$ cat src/rtl/krnl_acc_seq_ctrl.sv
// Job sequencer for the conv accelerator: ap_ctrl_chain handshake, chunked DMA read/write commands, core start.
// Build macro ACC_SEQ_PERF_CNT_EN adds a per-job cycle counter on perf_cycles/perf_valid.
module krnl_acc_seq_ctrl #(
  parameter int CHUNK_BYTES = 4096,
  parameter int LEN_W       = 32
) (
  input  logic             ACLK,
  input  logic             ARESETn,
  input  logic             ap_start,
  input  logic             ap_continue,
  output logic             ap_done,
  output logic             ap_idle,
  output logic             ap_ready,
  input  logic [31:0]      cfg_ci,
  input  logic [31:0]      cfg_co,
  input  logic [LEN_W-1:0] ifm_size,
  input  logic [LEN_W-1:0] wgt_size,
  input  logic [LEN_W-1:0] ofm_size,
  input  logic [63:0]      ifm_addr_base,
  input  logic [63:0]      wgt_addr_base,
  input  logic [63:0]      ofm_addr_base,
  output logic             rd_cmd_valid,
  input  logic             rd_cmd_ready,
  output logic [63:0]      rd_cmd_addr,
  output logic [LEN_W-1:0] rd_cmd_len,
  output logic             rd_cmd_sel,
  input  logic             rd_done,
  output logic             core_start,
  output logic [31:0]      core_ci,
  output logic [31:0]      core_co,
  input  logic             core_done,
  output logic             wr_cmd_valid,
  input  logic             wr_cmd_ready,
  output logic [63:0]      wr_cmd_addr,
  output logic [LEN_W-1:0] wr_cmd_len,
  input  logic             wr_done
`ifdef ACC_SEQ_PERF_CNT_EN
  ,
  output logic [31:0]      perf_cycles,
  output logic             perf_valid
`endif
);

  typedef enum logic [2:0] {IDLE, LD_WGT, LD_IFM, COMPUTE, STORE, DONE} state_t;

  localparam logic [LEN_W-1:0] CHUNK = LEN_W'(CHUNK_BYTES);

  state_t state, state_nxt;

  logic [LEN_W-1:0] ifm_size_q, ofm_size_q;
  logic [63:0]      ifm_base_q, ofm_base_q;

  // One command engine is shared by all three transfer phases.
  logic [63:0]      cur_addr, cmd_addr, addr_after;
  logic [LEN_W-1:0] remaining, rem_after, cmd_len;
  logic [LEN_W-1:0] issued, completed;
  logic             cmd_valid;

  logic accept, in_rd, in_wr, in_phase, cmd_fire, done_seen, phase_end;

  function automatic logic [LEN_W-1:0] chunk_of(input logic [LEN_W-1:0] r);
    return (r > CHUNK) ? CHUNK : r;
  endfunction

  assign accept     = (state == IDLE) && ap_start;
  assign in_rd      = (state == LD_WGT) || (state == LD_IFM);
  assign in_wr      = (state == STORE);
  assign in_phase   = in_rd || in_wr;
  assign cmd_fire   = cmd_valid && (in_rd ? rd_cmd_ready : (in_wr && wr_cmd_ready));
  assign done_seen  = (in_rd && rd_done) || (in_wr && wr_done);
  assign phase_end  = in_phase && (remaining == '0) && (completed == issued) && !cmd_valid;
  assign rem_after  = remaining - cmd_len;
  assign addr_after = cur_addr + 64'(cmd_len);

  always_ff @(posedge ACLK or negedge ARESETn) begin
    if (!ARESETn) state <= IDLE;
    // NOTE: sequential state always uses non-blocking assignment so every flop samples pre-edge values.
    else          state <= state_nxt;
  end

  always_comb begin
    state_nxt = state;
    unique case (state)
      IDLE:    if (ap_start)    state_nxt = LD_WGT;
      LD_WGT:  if (phase_end)   state_nxt = LD_IFM;
      LD_IFM:  if (phase_end)   state_nxt = COMPUTE;
      COMPUTE: if (core_done)   state_nxt = STORE;
      STORE:   if (phase_end)   state_nxt = DONE;
      DONE:    if (ap_continue) state_nxt = IDLE;
      default:                  state_nxt = IDLE;
    endcase
  end

  always_comb begin
    // NOTE: every output gets a default first, so no branch can leave one unassigned and infer a latch.
    ap_idle      = (state == IDLE);
    ap_done      = (state == DONE);
    ap_ready     = accept;
    rd_cmd_valid = 1'b0;
    rd_cmd_addr  = '0;
    rd_cmd_len   = '0;
    rd_cmd_sel   = 1'b0;
    wr_cmd_valid = 1'b0;
    wr_cmd_addr  = '0;
    wr_cmd_len   = '0;
    if (in_rd) begin
      rd_cmd_valid = cmd_valid;
      rd_cmd_addr  = cmd_addr;
      rd_cmd_len   = cmd_len;
      rd_cmd_sel   = (state == LD_IFM);
    end
    if (in_wr) begin
      wr_cmd_valid = cmd_valid;
      wr_cmd_addr  = cmd_addr;
      wr_cmd_len   = cmd_len;
    end
  end

  always_ff @(posedge ACLK or negedge ARESETn) begin
    if (!ARESETn) begin
      ifm_size_q <= '0;
      ofm_size_q <= '0;
      ifm_base_q <= '0;
      ofm_base_q <= '0;
      core_ci    <= '0;
      core_co    <= '0;
      core_start <= 1'b0;
      cur_addr   <= '0;
      remaining  <= '0;
      issued     <= '0;
      completed  <= '0;
      cmd_valid  <= 1'b0;
      cmd_addr   <= '0;
      cmd_len    <= '0;
    end else begin
      core_start <= (state_nxt == COMPUTE) && (state != COMPUTE);
      if (accept) begin
        ifm_size_q <= ifm_size;
        ofm_size_q <= ofm_size;
        ifm_base_q <= ifm_addr_base;
        ofm_base_q <= ofm_addr_base;
        core_ci    <= cfg_ci;
        core_co    <= cfg_co;
        // The weight phase starts next cycle, so its size/base load straight into the engine.
        cur_addr   <= wgt_addr_base;
        remaining  <= wgt_size;
        issued     <= '0;
        completed  <= '0;
        cmd_valid  <= 1'b0;
      end else if (phase_end) begin
        issued    <= '0;
        completed <= '0;
        if (state == LD_WGT) begin
          cur_addr  <= ifm_base_q;
          remaining <= ifm_size_q;
        end
      end else if (state == COMPUTE && core_done) begin
        cur_addr  <= ofm_base_q;
        remaining <= ofm_size_q;
      end else if (in_phase) begin
        if (done_seen) completed <= completed + 1'b1;
        if (cmd_fire) begin
          cur_addr  <= addr_after;
          remaining <= rem_after;
          issued    <= issued + 1'b1;
          // Present the next chunk immediately so a ready-high target sees back-to-back commands.
          cmd_valid <= (rem_after != '0);
          cmd_addr  <= addr_after;
          cmd_len   <= chunk_of(rem_after);
        end else if (!cmd_valid && remaining != '0) begin
          cmd_valid <= 1'b1;
          cmd_addr  <= cur_addr;
          cmd_len   <= chunk_of(remaining);
        end
      end
    end
  end

`ifdef ACC_SEQ_PERF_CNT_EN
  logic [31:0] cycle_cnt;

  always_ff @(posedge ACLK or negedge ARESETn) begin
    if (!ARESETn) begin
      cycle_cnt   <= '0;
      perf_cycles <= '0;
    end else begin
      if (accept)
        cycle_cnt <= '0;
      else if (state != IDLE && state != DONE && cycle_cnt != '1)
        cycle_cnt <= cycle_cnt + 32'd1;
      if (state_nxt == DONE && state != DONE) perf_cycles <= cycle_cnt;
    end
  end

  assign perf_valid = (state == DONE);
`endif

endmodule

$ cat config.mk
export PLATFORM = sky130hd
export DESIGN_NAME = krnl_acc_seq_ctrl
export DESIGN_NICKNAME = d
export VERILOG_FILES = /design/src/rtl/krnl_acc_seq_ctrl.sv
export SDC_FILE = /design/constraint.sdc
export NUM_CORES = 2
export LEC_CHECK = 0
export CAP_MARGIN = 25
export CORE_UTILIZATION = 40
export CTS_BUF_LIST = sky130_fd_sc_hd__clkbuf_2
export CTS_CLUSTER_SIZE = 10
export DETAILED_ROUTE_END_ITERATION = 7
export GPL_ROUTABILITY_DRIVEN = 1
export HOLD_SLACK_MARGIN = 0.06
export PLACE_DENSITY = 0.79
export SYNTH_ARGS = -nofsm -noshare
export SYNTH_HDL_FRONTEND = slang
export SYNTH_SLANG_ARGS = --single-unit
$ cat constraint.sdc
create_clock -name ACLK -period 3.5 [get_ports ACLK]
set_clock_uncertainty 0.15 [all_clocks]
set_input_delay 0.875 -clock ACLK [delete_from_list [all_inputs] [get_ports ACLK]]
set_output_delay 0.875 -clock ACLK [all_outputs]
set_load 0.05 [all_outputs]
# After elaboration in Yosys (flattened, before gate mapping)
# Index checks and enable logic that the tools add are counted.
[totals]
regBits = 517
in_bits = 361
output_inout_bits = 263
word_cells = 117
[op_classes]
add_sub_neg = 4
magnitude_cmp = 2
n_eq_ne = 12
muxes = 49
bitwise_logic = 3
n_reduce_logical = 32
[op_table]
columns = ["op", "n"]
rows = [
  ["32-bit 2-to-1 mux", 22],
  ["64-bit 2-to-1 mux", 10],
  ["32-bit by 1-bit adder with 32-bit output (second input constant)", 2],
  ["64-bit by 32-bit adder with 64-bit output", 1],
  ["32-bit by 13-bit greater-than comparator with 1-bit output (second input constant)", 2],
  ["32-bit nonzero test", 2],
  ["32-bit == test", 1],
  ["32-bit zero test", 1],
  ["32-bit subtractor", 1],
  ["3-bit 2-to-1 mux", 6],
  ["3-bit case mux with 6 select lines", 1],
  ["3-bit nonzero test", 4],
  ["1-bit logical AND", 11],
  ["1-bit 2-to-1 mux", 10],
  ["3-bit by 2-bit == test with 1-bit output (second input constant)", 3],
  ["3-bit AND reduction", 3],
  ["4-bit nonzero test", 2],
  ["3-bit == test (second input constant)", 2],
  ["3-bit by 2-bit inequality test with 1-bit output (second input constant)", 2],
  ["5-bit AND reduction", 1],
  ["2-bit inequality test (second input constant)", 2],
  ["4-bit AND reduction", 1],
  ["2-bit nonzero test", 2],
  ["3-bit by 1-bit == test with 1-bit output (second input constant)", 1],
  ["other kinds (5)", 9],
]

# Depth between registers and ports, before layout
[logic_depth]
ltp_word = 10
ltp_mapped = 15
depth_no_buf = 13

# Least setup slack after synthesis
# OpenSTA, ideal clock, no wires.
[synth_path]
path_kind = "input -> output"
from = "input ap_start"
to = "output ap_ready"
arrival_ps = 2557
t_required_ps = 2475
path_slack_ps = -82
stages = 6
path_cell_list = "nor2b_1 > and3_1 > clkbuf_1 > clkbuf_1 > clkbuf_1 > clkbuf_1"
[synth_between]
elab_chain_len = 1
[synth_lines]
columns = ["item", "line_no", "rtl"]
rows = [
  ["start: declaration", "9", "input logic ap_start,"],
  ["1-bit logical AND", "65", "assign accept = (state == IDLE) && ap_start;"],
  ["end: declaration", "13", "output logic ap_ready,"],
]
# Every way passes these cells.

# Worst setup path in the final report
[layout_path]
from = "register state[2]"
to = "output rd_cmd_len[0]"
[layout_between]
elab_chain_len = 3
elab_cells_between_ends = 4
[layout_lines]
columns = ["item", "line_no", "rtl"]
rows = [
  ["start: declaration", "48", "state_t state, state_nxt;"],
  ["start signal: assignment", "78", "else state <= state_nxt;"],
  ["3-bit by 1-bit == test with 1-bit output or 3-bit by 2-bit == test with 1-bit output (tied branches)", "66", "assign in_rd = (state == LD_WGT) || (state == LD_IFM);"],
  ["1-bit logical OR *", "66", ""],
  ["32-bit 2-to-1 mux *", "106", "if (in_rd) begin"],
  ["end: declaration", "25", "output logic [LEN_W-1:0] rd_cmd_len,"],
]
# Mark *: on every way between the ends. The rest lies on a longest branch, timed or not.

==> flow_summary.ini <==
[floorplan]
die_area_um2 = 71800
die-height_um = 268
initial_core_util_pct = 40.4
pin_count = 624
core_area_um2 = 70000
dieWidth_um = 268
row_count = 97

[finish]
area_delta_synth_final_pct = 63.6
final_area_um2 = 46300
drive_above_1_share_pct = 33.7
fin_nets = 4560
fin_cells = 5189
post-route-util_pct = 66.1

[clock_tree]
cts_root_buf = clkbuf_2
cts_buffer_depth = 3
clkTransAtPathRegs_ns = 0.14
cts-htree-levels = 4
clkLatencyLatePin_ns = 1.36
numCtsBuffers = 144
cts_tree = built
clkSinkCount = 517

[timing]
fin_ws_ns = -0.381
setup_viol = 209
clock.fmax_mhz = 258
min_period_ns = 3.88
report.final.slew_viol_count = 0
rsz0062_at_grt = yes
maxSlewHeadroom_pct = 39.7
finalCritPeriodShare_pct = 111
hold_slack_ns = 0.153
report.final.hold_viol_count = 0
tns_ns = -55.90
tightest_slew_ns = 0.905

[drt]
first_pass_iters = 6
viasPerCell = 5.77
first_iter_violations = 2894
routed_wl_um = 130000
drc_errors = 0
via_count = 29900
routed-wl-met3_um = 13400
routedWlPerCell_um = 25.0
routed.top_layer = met5
wl_met2_um = 60100
detail-route-antenna-nets = 0
m1WireLength_um = 47700

[global_routing]
grt_use_total_pct = 33.6
grt.overflow.total = 0
antenna_found_initial = 12
grt_pass1_vias = 30000
grt_max_degree = 89
grt_pass1_wl_um = 182000

[setup_path]
cp_max_fo = 16
startpoint_type = flop
critPathSlowestCell = dfrtp_2
slowest_delay_ns = 0.47
crit_arrival_ns = 2.86
crit_type = flop to output pin
cp_common_cell = buf_12
required_ns = 2.47
worstPathCellList = buf_12 -> nor2_4 -> buf_6 -> buf_12 -> and2_4 -> buf_12
crit_path_end_kind = output pin

[logic_synthesis]
netlist_area_um2 = 28300
synth-main-ff-cell = dfrtp_1
synth_edf_count = 0
synth_fp_nets = 3303
yosysWarnings = 0
ys_seq_area_share_pct = 45.7
yosys.cell_types.count = 80
synth_seq_cells = 517
synth_cells = 2875
async_flop_share_pct = 100
syn_area_per_cell_um2 = 9.85

[run_status]
violations = setup timing
status = complete, but fails checks

[placed_design]
placed_area_um2 = 39600
hpwl_um = 81900
dp_slack_ns = -0.417
gp_congestion = 1.02
io_buffers = 623
dp.cells = 4581

[pwr]
max-vdd-ir-drop_mv = 0.470
pwr_density_cell_nw_per_um2 = 663
total_power_mw = 30.7
p_leak_nw = 20.5

[flow_run]
drv_cap = 0

[worst_hold_path]
hp-class = primary input to flop
[worst max-delay path: cells and delay by family (launching register included)]
kind	cells	cell delay, ns
flops	1	0.47
buf+inv	4	0.66
simple gates	2	0.41
[flip-flops by register name, indices dropped and copies added (netlist names)]
| signal | flops |
|---|---|
| ifm_size_q | 32 |
| core_start | 1 |
| state | 3 |
| cmd_len | 32 |
| remaining | 32 |
| ofm_base_q | 64 |
| cmd_valid | 1 |
| cur_addr | 64 |
| ifm_base_q | 64 |
| core_ci | 32 |
| cmd_addr | 64 |
| issued | 32 |
| core_co | 32 |
| completed | 32 |
| ofm_size_q | 32 |
[path summary, 6_finish.rpt]
kind                                from        endpoint  slack, ns  cells after the start
max                             state[2]   rd_cmd_len[0]      -0.38                      6
min                         wgt_size[15]   remaining[15]       0.15                      4
max reg2reg                remaining[15]     cur_addr[7]      -0.23                     11
min reg2reg                   core_co[0]      core_co[0]       0.36                      1
max in group asynchronous        ARESETn  ifm_base_q[19]       1.97                      4
min in group asynchronous        ARESETn    cmd_addr[62]       0.66                      4
[cells by family after synthesis]
| family | count (synthesis) | synth area share [%] |
|---|---|---|
| AND/OR/NAND/NOR | 922 | 16.1 |
| AO/OA/AOI/OAI | 699 | 16.5 |
| flip-flops | 517 | 45.7 |
| multiplexers | 258 | 10.3 |
| buffers and inverters | 250 | 3.43 |
| XOR/XNOR | 162 | 5.01 |
| adder cells (fa/ha/maj) | 67 | 3.01 |
[routing by layer]
layer / track usage (%) / vias to the layer above
met2: 53.1 / 1899
met4: 19.3 / 10
met1: 41.7 / 14600
met5: 0 / -
met3: 8.59 / 494
li1: - / 13000
[synth_stat cells (6+ instances only)]
library cell  instances  area share (%)
nor3_1               73             1.3
a22oi_1              30            0.80
dfrtp_1             517              46
a221oi_1             40             1.2
o21a_1                9            0.24
o31ai_1              18            0.48
and4_1               10            0.31
o21ai_1               7            0.12
xor2_1               69             2.1
and3_1               36            0.80
o21ai_0             178             3.1
o311ai_0              8            0.25
nand4_1              34            0.75
a21o_1               21            0.56
and2_1              174             3.8
a22o_1               90             2.8
ha_1                 65             2.9
or3_1                20            0.44
nand2_1             270             3.6
o211ai_1             16            0.42
nand3_1              69             1.2
buf_2                20            0.35
a211oi_1             16            0.42
xnor2_1              93             2.9
or4_1                 7            0.19
nor4_1               31            0.69
or2_2                 6            0.13
o31a_1                7            0.22
a21oi_1             146             2.6
buf_1                21            0.28
a31oi_1              50             1.1
mux2_2              256              10
clkbuf_1            147             1.9
nor2_1              171             2.3
inv_1                60            0.80
o21bai_1             14            0.37
[power breakdown]
| part | internal [mW] | switching (mW) | total, mW | leakage (nW) |
|---|---|---|---|---|
| combinational | 7.76 | 8.56 | 16.3 | 13.2 |
| clock | 1.77 | 2.83 | 4.60 | 0.993 |
| sequential | 7.86 | 1.89 | 9.76 | 6.36 |
[layout by cell type (no fill, tap or decap), drive strengths merged, types with 40 or more instances in the layout]
| master | count |
|---|---|
| buf | 605 |
| dfrtp | 517 |
| clkdlybuf4s50 | 359 |
| nand2 | 270 |
| dlygate4sd3 | 259 |
| mux2 | 256 |
| clkbuf | 225 |
| o21ai | 186 |
| and2 | 174 |
| nor2 | 172 |
| a21oi | 146 |
| xnor2 | 93 |
| a22o | 90 |
| nor3 | 73 |
| nand3 | 70 |
| xor2 | 69 |
| dlymetal6s2s | 65 |
| ha | 65 |
| inv | 64 |
| a31oi | 53 |
| a221oi | 40 |
[timing repair]
action,4_1_cts,5_1_grt
setup buffers,17,45
hold buffers,260,0
hold endpoints to repair,775,0
gates cloned,13,13
setup endpoints to repair,328,433
pin swaps,56,84
gates resized for setup,247,295
[layout make-up]
type | count | area [um2]
Inverter | 60 | 228
Timing Repair Buffer | 1300 | 14800
Sequential cell | 517 | 12900
Clock inverter | 39 | 218
Clock buffer | 213 | 1070
Fill cell | 5017 | 23700
Multi-Input combinational cell | 2109 | 15800
Antenna cell | 11 | 27.5
Tap cell | 940 | 1180
Power figures use the tool's default switching activity.
